[src/rtl/mem_arb.sv]
// -----------------------------------------------------------------------------
// mem_arb
//   Single-port memory arbiter/sequencer shared by instruction fetch (IF) and
//   the load/store unit (LS). Accepts one request at a time with round-robin
//   arbitration, runs the memory request/grant handshake, waits for the
//   response (bounded by a watchdog) and returns it to the owning requester.
//
// Parameters
//   TIMEOUT      : WAIT cycles before an access is aborted with err (1..255)
//
// Ports
//   clk_i, rst_i               : clock, synchronous active-high reset
//   if_req_i, if_addr_i        : IF read request and word address
//   if_gnt_o, if_rvalid_o      : IF accepted this cycle / IF response pulse
//   ls_req_i, ls_we_i,
//   ls_addr_i, ls_wdata_i      : LS request, byte strobes (0 = read), addr, data
//   ls_gnt_o, ls_rvalid_o      : LS accepted this cycle / LS response pulse
//   rdata_o, err_o             : response data and timeout flag, qualified by
//                                either rvalid pulse, held until the next one
//   mem_req_o, mem_we_o,
//   mem_addr_o, mem_wdata_o    : memory-side request and captured fields
//   mem_gnt_i                  : memory accepted the request
//   mem_rvalid_i, mem_rdata_i  : memory response and read data
// -----------------------------------------------------------------------------
module mem_arb #(
   parameter int unsigned TIMEOUT = 255
) (
   input  logic        clk_i,
   input  logic        rst_i,

   input  logic        if_req_i,
   input  logic [31:0] if_addr_i,
   output logic        if_gnt_o,
   output logic        if_rvalid_o,

   input  logic        ls_req_i,
   input  logic [3:0]  ls_we_i,
   input  logic [31:0] ls_addr_i,
   input  logic [31:0] ls_wdata_i,
   output logic        ls_gnt_o,
   output logic        ls_rvalid_o,

   output logic [31:0] rdata_o,
   output logic        err_o,

   output logic        mem_req_o,
   output logic [3:0]  mem_we_o,
   output logic [31:0] mem_addr_o,
   output logic [31:0] mem_wdata_o,
   input  logic        mem_gnt_i,
   input  logic        mem_rvalid_i,
   input  logic [31:0] mem_rdata_i
);

   typedef enum logic [1:0] {
      S_IDLE,
      S_ISSUE,
      S_WAIT,
      S_RESP
   } state_t;

   typedef enum logic {
      OWN_IF,
      OWN_LS
   } owner_t;

   localparam logic [7:0] TIMEOUT_CNT = 8'(TIMEOUT);

   state_t      state;
   state_t      state_nxt;

   // The port granted most recently is also the owner of the access in
   // flight, so one register serves as both round-robin pointer and owner.
   owner_t      owner;

   logic [3:0]  we_q;
   logic [31:0] addr_q;
   logic [31:0] wdata_q;
   logic [31:0] rdata_q;
   logic        err_q;
   logic [7:0]  wait_cnt;

   logic        gnt_if;
   logic        gnt_ls;
   logic        resp_hit;
   logic        expired;

   // ---------------------------------------------------------------------------
   // Next state, arbitration and WAIT-exit decisions
   // ---------------------------------------------------------------------------
   always_comb begin
      state_nxt = state;
      gnt_if    = 1'b0;
      gnt_ls    = 1'b0;
      resp_hit  = 1'b0;
      expired   = 1'b0;

      case (state)
         S_IDLE: begin
            // Grants are suppressed while reset is held so all outputs read 0.
            if (!rst_i) begin
               if (if_req_i && ls_req_i) begin
                  // Tie: the port that did not win last time goes first.
                  if (owner == OWN_IF) begin
                     gnt_ls = 1'b1;
                  end else begin
                     gnt_if = 1'b1;
                  end
               end else begin
                  gnt_if = if_req_i;
                  gnt_ls = ls_req_i;
               end
            end
            if (gnt_if || gnt_ls) begin
               state_nxt = S_ISSUE;
            end
         end

         S_ISSUE: begin
            if (mem_gnt_i) begin
               state_nxt = S_WAIT;
            end
         end

         S_WAIT: begin
            // A response on the expiry cycle takes priority over the timeout.
            resp_hit = mem_rvalid_i;
            expired  = (wait_cnt == TIMEOUT_CNT);
            if (resp_hit || expired) begin
               state_nxt = S_RESP;
            end
         end

         S_RESP: begin
            state_nxt = S_IDLE;
         end

         default: begin
            state_nxt = S_IDLE;
         end
      endcase
   end

   // ---------------------------------------------------------------------------
   // State register and datapath
   // ---------------------------------------------------------------------------
   always_ff @(posedge clk_i) begin
      if (rst_i) begin
         state    <= S_IDLE;
         owner    <= OWN_IF;
         we_q     <= '0;
         addr_q   <= '0;
         wdata_q  <= '0;
         rdata_q  <= '0;
         err_q    <= 1'b0;
         wait_cnt <= '0;
      end else begin
         state <= state_nxt;

         if (gnt_ls) begin
            owner   <= OWN_LS;
            we_q    <= ls_we_i;
            addr_q  <= ls_addr_i;
            wdata_q <= ls_wdata_i;
         end else if (gnt_if) begin
            owner   <= OWN_IF;
            we_q    <= '0;
            addr_q  <= if_addr_i;
            wdata_q <= '0;
         end

         // Counter counts WAIT cycles starting from 0 on the first WAIT cycle.
         if (state == S_ISSUE && mem_gnt_i) begin
            wait_cnt <= '0;
         end else if (state == S_WAIT) begin
            wait_cnt <= wait_cnt + 8'd1;
         end

         if (resp_hit) begin
            rdata_q <= (we_q == '0) ? mem_rdata_i : '0;
            err_q   <= 1'b0;
         end else if (expired) begin
            rdata_q <= '0;
            err_q   <= 1'b1;
         end
      end
   end

   // ---------------------------------------------------------------------------
   // Outputs
   // ---------------------------------------------------------------------------
   assign if_gnt_o    = gnt_if;
   assign ls_gnt_o    = gnt_ls;

   // The response pulse is masked during reset so an aborted access never
   // reports completion.
   assign if_rvalid_o = (state == S_RESP) && (owner == OWN_IF) && !rst_i;
   assign ls_rvalid_o = (state == S_RESP) && (owner == OWN_LS) && !rst_i;

   assign rdata_o     = rdata_q;
   assign err_o       = err_q;

   assign mem_req_o   = (state == S_ISSUE);
   assign mem_we_o    = we_q;
   assign mem_addr_o  = addr_q;
   assign mem_wdata_o = wdata_q;

endmodule

[config.mk]
export PLATFORM = sky130hd
export DESIGN_NAME = mem_arb
export DESIGN_NICKNAME = d
export VERILOG_FILES = /design/src/rtl/mem_arb.sv
export SDC_FILE = /design/constraint.sdc
export NUM_CORES = 1
export LEC_CHECK = 0
export CAP_MARGIN = 20
export CORE_MARGIN = 4
export CORE_UTILIZATION = 41
export CTS_BUF_LIST = sky130_fd_sc_hd__clkbuf_8 sky130_fd_sc_hd__clkbuf_16
export DETAILED_ROUTE_END_ITERATION = 10
export GPL_ROUTABILITY_DRIVEN = 0
export PLACE_DENSITY = 0.86
export SYNTH_ARGS = -nofsm -noshare
export SYNTH_HDL_FRONTEND = slang
export SYNTH_SLANG_ARGS = --single-unit
[constraint.sdc]
create_clock -name clk_i -period 4.2 [get_ports clk_i]
set_input_delay 0.42 -clock clk_i [delete_from_list [all_inputs] [get_ports clk_i]]
set_output_delay 0.42 -clock clk_i [all_outputs]
set_load 0.01 [all_outputs]
==> run_results.csv, run 1 <==
group,metric,value,unit
status,outcome,"complete, no violations",
clocking,cts_resized,0,
global_route,use_met3,7.34,%
routing,routed_wl,13300,um
routing,ant_nets,0,
synthesis,synth_nets,551,
pwr,power_frac_clock,21.6,%
sta,slew_violations,0,
synthesis,synth_edf_count,0,
worst_setup_path,cp_max_fo,37,
sta,worst_pin_slew,0.818,ns
pwr,swShare,30.3,%
die,dieArea,12000,sq um
worst_setup_path,arrival,2.48,ns
finish,antennaDiodeCount,0,
synthesis,synth-simple-area-share,10.4,%
pwr,total_leakage_power,2.53,nW
placed_design,io_buffers,243,
flow_run,max-cap-violations,0,
synthesis,synth_compound_area_share,20.7,%
synthesis,netlist_instances,408,
clocking,clock_latency,0.36,ns
clocking,clk_pin_slew,0.09,ns
worst_setup_path,critPathKind,"reg2out",
sta,hold_slack,0.484,ns
finish,nets,778,
sta,setup_violations,0,
synthesis,syn-cell-area,4250,sq um
synthesis,synth-xor-area-share,1.24,%
routing,drc_errors,0,
sta,final.min_clock_period,2.90,ns
sta,clock.fmax,345,MHz
worst_setup_path,cp_slowest_cell,"clkdlybuf4s50_1",
synthesis,synth_flop_cell,"dfxtp_1",
worst_setup_path,crit_start,"state[0]",
clocking,clk_path_buf_depth,2,
synthesis,async_flop_share,0,%
global_route,grt_pass1_wl,20200,um
routing,vias_per_cell,5.05,
sta,clock_skew,0.00551,ns
synthesis,synth_adder_area_share,1.47,%
global_route,grt_util_met1,22.8,%
synthesis,synthMuxAreaShare,8.01,%
clocking,cts_buffers,9,
sta,rsz0062_at_grt,"no",
global_route,top_usage_layer,"met2",
global_route,grt.overflow.total,0,
finish,drive_gt1_share,4.08,%
routing,drtIter0Drc,212,
worst_setup_path,critPathRequiredTime,3.78,ns
clocking,clockRootBuffer,"clkbuf_8",
routing,wire_per_inst,17.2,um
pwr,p_comb_share,35.3,%
die,num_rows,36,
die,ioPinCount,244,
hold_path,hold_class,"reg2reg",
finish,final_cell_mix,"clkdlybuf4s50_1, dfxtp_1, nor2_1",
finish,layout_commonest_cell,"clkdlybuf4s50_1",
finish,fill_cells,783,
routing,dr.pass1.iters,4,
sta,fin_crit_sh,69.0,%
synthesis,synth-seq-cells,112,
synthesis,synth_top_family_by_area,"compound AO/OA/AOI/OAI gates",
synthesis,avgSynthCellArea,10.4,sq um
clocking,cts_tree,"built",
die,die_h,110,um
die,fp.dieW,110,um
worst_setup_path,path_cells,"inv_1 -> ha_1 -> nor2b_4 -> nand3_2 -> inv_2 -> clkdlybuf4s50_1",
global_route,grt_max_degree,80,
worst_setup_path,cp-start-kind,"register",
finish,area_delta_synth_final,62.3,%
placed_design,hpwl,9970,um
worst_setup_path,end_kind,"primary output",
hold_path,hp-start,"rdata_o[22]",
global_route,antenna_found_initial,0,
worst_setup_path,reg2reg_from,"state[0]",
synthesis,synth_seq_area_share,52.8,%
global_route,grt_pass1_vias,4144,
die,coreArea,9910,sq um
routing,vias,3891,
worst_setup_path,cpPeakStageDelay,0.67,ns
sta,tns,0,ns
pwr,p_per_area,446,nW/um^2
pwr,irDropWorstVdd,0.294,mV
die,initial_core_util,42.9,%
pwr,p_int,0.00214,W
synthesis,yosysWarnings,0,
sta,hold_viol_final,0,
global_route,grt_usage,21.5,%
sta,maxSlewHeadroom,45.5,%
global_route,met2_usage,39.6,%
pwr,p_sw,0.000930,W
clocking,post-cts-setup-buffers,0,
clocking,clock-sinks,112,
clocking,cts_hold_buffers,0,
pwr,seqPwrFrac,43.1,%
synthesis,synthDistinctLibCells,38,
clocking,cts_max_level,3,
==> per-stage QoR <==
stage	setup WS (ns)	power [W]	cells	utilization, %	instance area, sq um
finish	1.30	0.00307	771	69.6	6890
floorplan	2.53	0.00191	408	-	4250
CTS	1.27	0.00311	771	69.6	6890
global placement	1.55	0.00239	757	67.5	6690
global route	1.10	0.00325	771	69.6	6890
detailed placement	1.54	0.00243	757	67.5	6690
==> area by class of cell <==
class                      count  area [sq um]  share of cell area [%]
clock buffer                   9           124                    1.80
multi-input combinational    258          1790                    26.0
timing repair buffer         249          2470                    35.9
sequential                   112          2240                    32.5
clock inverter                 5          76.3                    1.11
inverter                       5          18.8                   0.272
tap                          133           166                    2.41
==> Yosys cell counts, drive strengths merged (2+ instances only) <==
master	count	area share (%)
a211oi	33	5.8
a21oi	4	0.56
a22o	32	6.6
a22oi	36	6.4
and3	2	0.29
and4	2	0.41
buf	19	3.7
clkbuf	14	1.2
dfxtp	112	53
ha	5	1.5
inv	5	0.44
mux2i	34	8.0
nand2	3	0.27
nand2b	4	0.59
nand3	4	0.47
nor2	77	6.8
nor2b	2	0.47
o21a	2	0.35
o21ai	3	0.35
xnor2	2	0.41
xor2	4	0.82
==> flip-flops by register name (all words and copies together), names as in the netlist <==
| name | flops |
|---|---|
| mem_we_o | 4 |
| state | 2 |
| rdata_o | 32 |
| mem_wdata_o | 32 |
| err_o | 1 |
| wait_cnt | 8 |
| mem_addr_o | 32 |
| owner | 1 |
==> cell families after synthesis <==
family	after synthesis
xor gates and xnor gates	6
DFF	112
buffers and inverters	38
and+or+nand+nor	100
muxes	34
AOI/OAI and AO/OA	113
adders and majority gates	5
==> power groups by stage <==
| stage | registers [W] | clock network [W] | logic [W] |
|---|---|---|---|
| finish | 0.00132 | 0.000664 | 0.00109 |
| global route | 0.00134 | 0.000726 | 0.00118 |
| CTS | 0.00132 | 0.000696 | 0.00109 |
| detailed placement | 0.00134 | 0 | 0.00109 |
| global placement | 0.00133 | 0 | 0.00106 |
| floorplan | 0.00140 | 0 | 0.000507 |
==> worst max-delay path: cells and delay by family (launching register included) <==
family / cells / cell delay (ns)
DFF: 1 / 0.36
buffers and inverters: 3 / 1.25
adders and majority gates: 1 / 0.19
and+or+nand+nor: 2 / 0.31
==> layer usage <==
metal  share of wire, %  wire, um  vias up
li1                   -         -     1927
met1                 38      5030     1817
met2                 53      7050      127
met3                7.2       953       20
met4                1.9       254        0
met5                  0         0        -
==> final timing paths <==
kind | to | slack (ns) | depth (start not counted)
setup / recovery | ls_gnt_o | 1.30 | 6
hold / removal | rdata_o[22] | 0.48 | 1
setup reg to reg | mem_addr_o[21] | 2.03 | 7
hold reg to reg | rdata_o[22] | 0.48 | 1
Power figures use the tool's default switching activity.
==> run 2: changes to the inputs <==
--- a/config.mk
+++ b/config.mk
@@ -7,11 +7,11 @@
 export LEC_CHECK = 0
 export CAP_MARGIN = 20
 export CORE_MARGIN = 4
-export CORE_UTILIZATION = 41
+export CORE_UTILIZATION = 38
 export CTS_BUF_LIST = sky130_fd_sc_hd__clkbuf_8 sky130_fd_sc_hd__clkbuf_16
 export DETAILED_ROUTE_END_ITERATION = 10
 export GPL_ROUTABILITY_DRIVEN = 0
-export PLACE_DENSITY = 0.86
+export PLACE_DENSITY = 0.8
 export SYNTH_ARGS = -nofsm -noshare
 export SYNTH_HDL_FRONTEND = slang
 export SYNTH_SLANG_ARGS = --single-unit
==> constraint.sdc (replaced) <==
create_clock -name clk_i -period 2.7 [get_ports clk_i]
set_input_delay 0.27 -clock clk_i [delete_from_list [all_inputs] [get_ports clk_i]]
set_output_delay 0.27 -clock clk_i [all_outputs]
set_load 0.01 [all_outputs]
==> run 2 against run 1 <==
  * First-iteration DRC count grew 7.5%
  * Utilization shrank 6.2 points
  * Global-route usage shrank 2.1 points
  * Combinational power grew 56%
  * Sequential power grew 56%
  * Clock-buffer cell count grew 1
==> run_results.csv, run 2 (synthesis gave the netlist of run 1 again) <==
group,metric,value,unit
status,outcome,"complete, no violations",
die,fp.dieW,114,um
finish,area_delta_synth_final,62.3,%
die,ioPinCount,244,
sta,slew_violations,0,
pwr,power_frac_clock,19.4,%
routing,routed_wl,13200,um
global_route,grt_usage,19.5,%
worst_setup_path,critPathRequiredTime,2.43,ns
clocking,clockRootBuffer,"clkbuf_8",
worst_setup_path,cp_max_fo,11,
finish,final_cell_mix,"clkdlybuf4s50_1, dfxtp_1, nor2_1",
sta,rsz0062_at_grt,"no",
hold_path,whs_path_depth,2,
routing,vias_per_cell,5.07,
placed_design,io_buffers,243,
routing,drtIter0Drc,228,
pwr,swShare,31.6,%
clocking,post-cts-setup-buffers,0,
pwr,irDropWorstVdd,0.414,mV
clocking,clk_pin_slew,0.10,ns
global_route,grt_pass1_vias,4113,
pwr,p_sw,0.00147,W
sta,fin_crit_sh,92.3,%
die,dieArea,12900,sq um
sta,setup_violations,0,
sta,maxSlewHeadroom,59.2,%
pwr,p_comb_share,36.4,%
finish,nets,780,
pwr,total_leakage_power,2.53,nW
sta,worst_pin_slew,0.612,ns
sta,final.min_clock_period,2.49,ns
sta,clock.fmax,401,MHz
placed_design,hpwl,9810,um
global_route,grt_pass1_wl,20300,um
routing,dr.pass1.iters,4,
die,die_h,114,um
finish,final_core_util,63.3,%
routing,vias,3968,
worst_setup_path,end_kind,"primary output",
finish,layout_commonest_cell,"clkdlybuf4s50_1",
clocking,clock-sinks,112,
global_route,grt.overflow.total,0,
die,num_rows,38,
clocking,clk_path_buf_depth,2,
routing,wire_per_inst,16.9,um
worst_setup_path,arrival,2.22,ns
worst_setup_path,r2r_cells,7,
hold_path,hold_class,"in2reg",
finish,antennaDiodeCount,0,
worst_setup_path,critPathKind,"reg2out",
pwr,p_int,0.00318,W
pwr,p_per_area,675,nW/um^2
clocking,cts_max_level,3,
clocking,cts_resized,0,
sta,tns,0,ns
sta,hold_viol_final,0,
global_route,grt_max_degree,66,
clocking,cts_buffers,9,
worst_setup_path,cp-start-kind,"register",
pwr,seqPwrFrac,44.2,%
finish,drive_gt1_share,4.67,%
die,initial_core_util,39.0,%
clocking,clock_latency,0.37,ns
clocking,cts_hold_buffers,0,
clocking,cts_tree,"built",
sta,hold_slack,0.266,ns
routing,drc_errors,0,
flow_run,max-cap-violations,0,
die,coreArea,10900,sq um
pwr,finalPower,0.00465,W
global_route,antenna_found_initial,0,
sta,clock_skew,0.0124,ns
routing,ant_nets,0,
run 2: critical path: stages, from the launching register on:
cell and delay (ns):
dfxtp_1 0.35, inv_1 0.09, ha_1 0.19, nor2b_4 0.19
and3_2 0.42, clkdlybuf4s50_1 0.61
run 2: final timing paths:
| kind | start | endpoint | slack, ns |
|---|---|---|---|
| max | state[0] | if_gnt_o | 0.21 |
| min | rst_i | mem_wdata_o[26] | 0.27 |
| max reg2reg | state[0] | mem_addr_o[12] | 0.72 |
| min reg2reg | rdata_o[4] | rdata_o[4] | 0.48 |
run 2: cell type report:
cell class | count | area (sq um)
flip-flops and latches | 112 | 2240
multi-input cells | 258 | 1790
inverters | 5 | 18.8
well taps | 140 | 175
clock inverters | 6 | 27.5
fillers | 889 | 3990
clock buffers | 10 | 138
repair buffers | 251 | 2500
run 2: metrics by stage:
step                      std cells  cell area (sq um)  worst slack (ns)
after floorplan                 408               4250              1.11
after global placement          766               6730             0.573
after detailed placement        766               6730             0.548
after CTS                       782               6890             0.169
after global routing            782               6890             0.104
final                           782               6890             0.207
run 2: power groups by stage:
stage               logic, W  registers (W)  clock network (W)
floorplan           0.000789        0.00218                  0
global placement     0.00166        0.00208                  0
detailed placement   0.00170        0.00209                  0
CTS                  0.00171        0.00206           0.000924
global route         0.00183        0.00209           0.000986
finish               0.00170        0.00206           0.000903
run 2: metal layers:
metal	up-vias	routed length [um]	global-route usage, %
met5	-	0	0
met4	0	430	9.70
met3	29	979	5.68
met2	141	6580	34.1
met1	1865	5200	21.4
li1	1933	-	-
==> run 3: changes to the inputs <==
--- a/config.mk
+++ b/config.mk
@@ -11,6 +11,7 @@
 export CTS_BUF_LIST = sky130_fd_sc_hd__clkbuf_8 sky130_fd_sc_hd__clkbuf_16
 export DETAILED_ROUTE_END_ITERATION = 10
 export GPL_ROUTABILITY_DRIVEN = 0
+export GPL_TIMING_DRIVEN = 0
 export PLACE_DENSITY = 0.8
 export SYNTH_ARGS = -nofsm -noshare
 export SYNTH_HDL_FRONTEND = slang
==> run 3 against run 2 <==
  * Maximum frequency grew 1.1%
  * Final cell count grew 2.8%
  * Clock power grew 13%
  * Clock-buffer cell count is the same
  * Non-clock buffer count grew 23
  * Global-route usage grew 0.22 points
  * Largest power group unchanged
==> run_results.csv, run 3 (synthesis gave the netlist of run 1 again) <==
group,metric,value,unit
worst_setup_path,critPathKind,"reg2out",
clocking,clock_latency,0.36,ns
sta,hold_viol_final,0,
finish,fill_cells,900,
status,outcome,"complete, no violations",
clocking,clk_path_buf_depth,2,
routing,wire_per_inst,16.4,um
sta,clock.fmax,406,MHz
worst_setup_path,cp-start-kind,"register",
finish,antennaDiodeCount,0,
sta,tns,0,ns
die,die_h,114,um
clocking,cts_tree,"built",
global_route,antenna_found_initial,0,
global_route,grt_usage,19.7,%
worst_setup_path,crit_start,"state[0]",
placed_design,place_area,6840,sq um
routing,vias,4071,
placed_design,hpwl,10500,um
clocking,clk_pin_slew,0.10,ns
worst_setup_path,path_cells,"inv_1 -> ha_1 -> nor2b_4 -> and3_1 -> buf_6 -> buf_12 -> clkdlybuf4s50_1",
pwr,p_per_area,686,nW/um^2
clocking,cts_hold_buffers,0,
hold_path,hp-start,"rst_i",
sta,final.min_clock_period,2.47,ns
routing,ant_nets,0,
sta,clock_skew,0.0142,ns
worst_setup_path,cp_max_fo,10,
die,ioPinCount,244,
hold_path,hold_class,"in2reg",
worst_setup_path,end_kind,"primary output",
global_route,grt_pass1_vias,4227,
worst_setup_path,arrival,2.20,ns
worst_setup_path,cp_slowest_cell,"clkdlybuf4s50_1",
worst_setup_path,cpPeakStageDelay,0.54,ns
die,fp.dieW,114,um
pwr,irDropWorstVdd,0.389,mV
pwr,total_leakage_power,2.60,nW
finish,layout_commonest_cell,"clkdlybuf4s50_1",
sta,slew_violations,0,
die,initial_core_util,39.0,%
routing,vias_per_cell,5.06,
sta,rsz0062_at_grt,"no",
clocking,cts_max_level,3,
sta,worst_pin_slew,0.657,ns
worst_setup_path,reg2reg_from,"state[0]",
sta,setup_violations,0,
global_route,grt_max_degree,19,
global_route,grt_pass1_wl,20900,um
routing,routed_wl,13200,um
sta,maxSlewHeadroom,55.9,%
sta,fin_crit_sh,91.3,%
die,num_rows,38,
clocking,cts_buffers,9,
die,coreArea,10900,sq um
worst_setup_path,critPathRequiredTime,2.43,ns
placed_design,io_buffers,242,
routing,drtIter0Drc,107,
routing,drc_errors,0,
finish,fin_area,7040,sq um
routing,dr.pass1.iters,4,
clocking,clockRootBuffer,"clkbuf_8",
global_route,grt.overflow.total,0,
finish,area_delta_synth_final,65.9,%
finish,final_cell_mix,"clkdlybuf4s50_1, dfxtp_1, nor2_1",
finish,nets,803,
flow_run,max-cap-violations,0,
clocking,clock-sinks,112,
finish,drive_gt1_share,5.42,%
die,dieArea,12900,sq um
-- run 3: cell count changes in the layout (fill, tap and decap cells not counted), moves of 2 or more --
cell,before,now
buf_12,1,3
buf_2,1,9
buf_4,7,3
buf_6,0,2
clkbuf_1,0,14
clkinv_2,4,0
inv_1,6,4
inv_6,0,2
-- run 3: report_power, final --
group	leakage [nW]	total, W	internal (W)	switching (W)
clock network	0.0994	0.00102	0.000459	0.000562
logic	1.59	0.00176	0.000971	0.000790
registers	0.912	0.00205	0.00190	0.000146
-- run 3: routing by layer --
metal | vias to the layer above | GRT usage [%] | wire, um | share of wire (%)
li1 | 1974 | - | - | -
met1 | 1943 | 21.7 | 5180 | 39
met2 | 136 | 35.9 | 6840 | 52
met3 | 18 | 6.68 | 916 | 6.9
met4 | 0 | 5.53 | 248 | 1.9
met5 | - | 0 | 0 | 0
-- run 3: path summary, 6_finish.rpt --
kind | cells past startpoint | to | slack [ns]
max | 7 | if_gnt_o | 0.23
max reg2reg | 7 | owner | 0.73
min reg2reg | 1 | rdata_o[19] | 0.49
min | 3 | state[1] | 0.23
-- run 3: critical path, delay by kind of cell (launching register included) --
family                     cells  cell delay, ns
and+or+nand+nor                2            0.34
DFF                            1            0.36
adders and majority gates      1            0.20
buffers and inverters          4            0.95
-- run 3: timing repair --
item                                    CTS  global route
endpoints found under the setup margin    0             1
buffers inserted                          0             0
gates resized for setup                   0             1
endpoints found under the hold margin     0             0
-- run 3: through the flow --
step           instances  utilization, %  hold slack (ns)  total power, W  setup slack, ns
6_report             804            64.7            0.235         0.00483            0.234
5_1_grt              804            64.7            0.241         0.00511            0.107
4_1_cts              805            64.7            0.230         0.00488           0.0969
3_5_place_dp         790            62.9            0.465         0.00386            0.494
3_3_place_gp         790            62.9            0.463         0.00379            0.494
2_1_floorplan        408               -            0.371         0.00297             1.11
-- run 3: area by class of cell --
| cell class | instances | area, sq um | share of cell area (%) |
|---|---|---|---|
| well taps | 140 | 175 | 2.49 |
| clock buffers | 10 | 138 | 1.95 |
| clock inverters | 5 | 63.8 | 0.906 |
| flip-flops and latches | 112 | 2240 | 31.8 |
| plain buffers | 32 | 206 | 2.93 |
| inverters | 5 | 21.3 | 0.302 |
| multi-input cells | 258 | 1770 | 25.2 |
| repair buffers | 242 | 2420 | 34.4 |
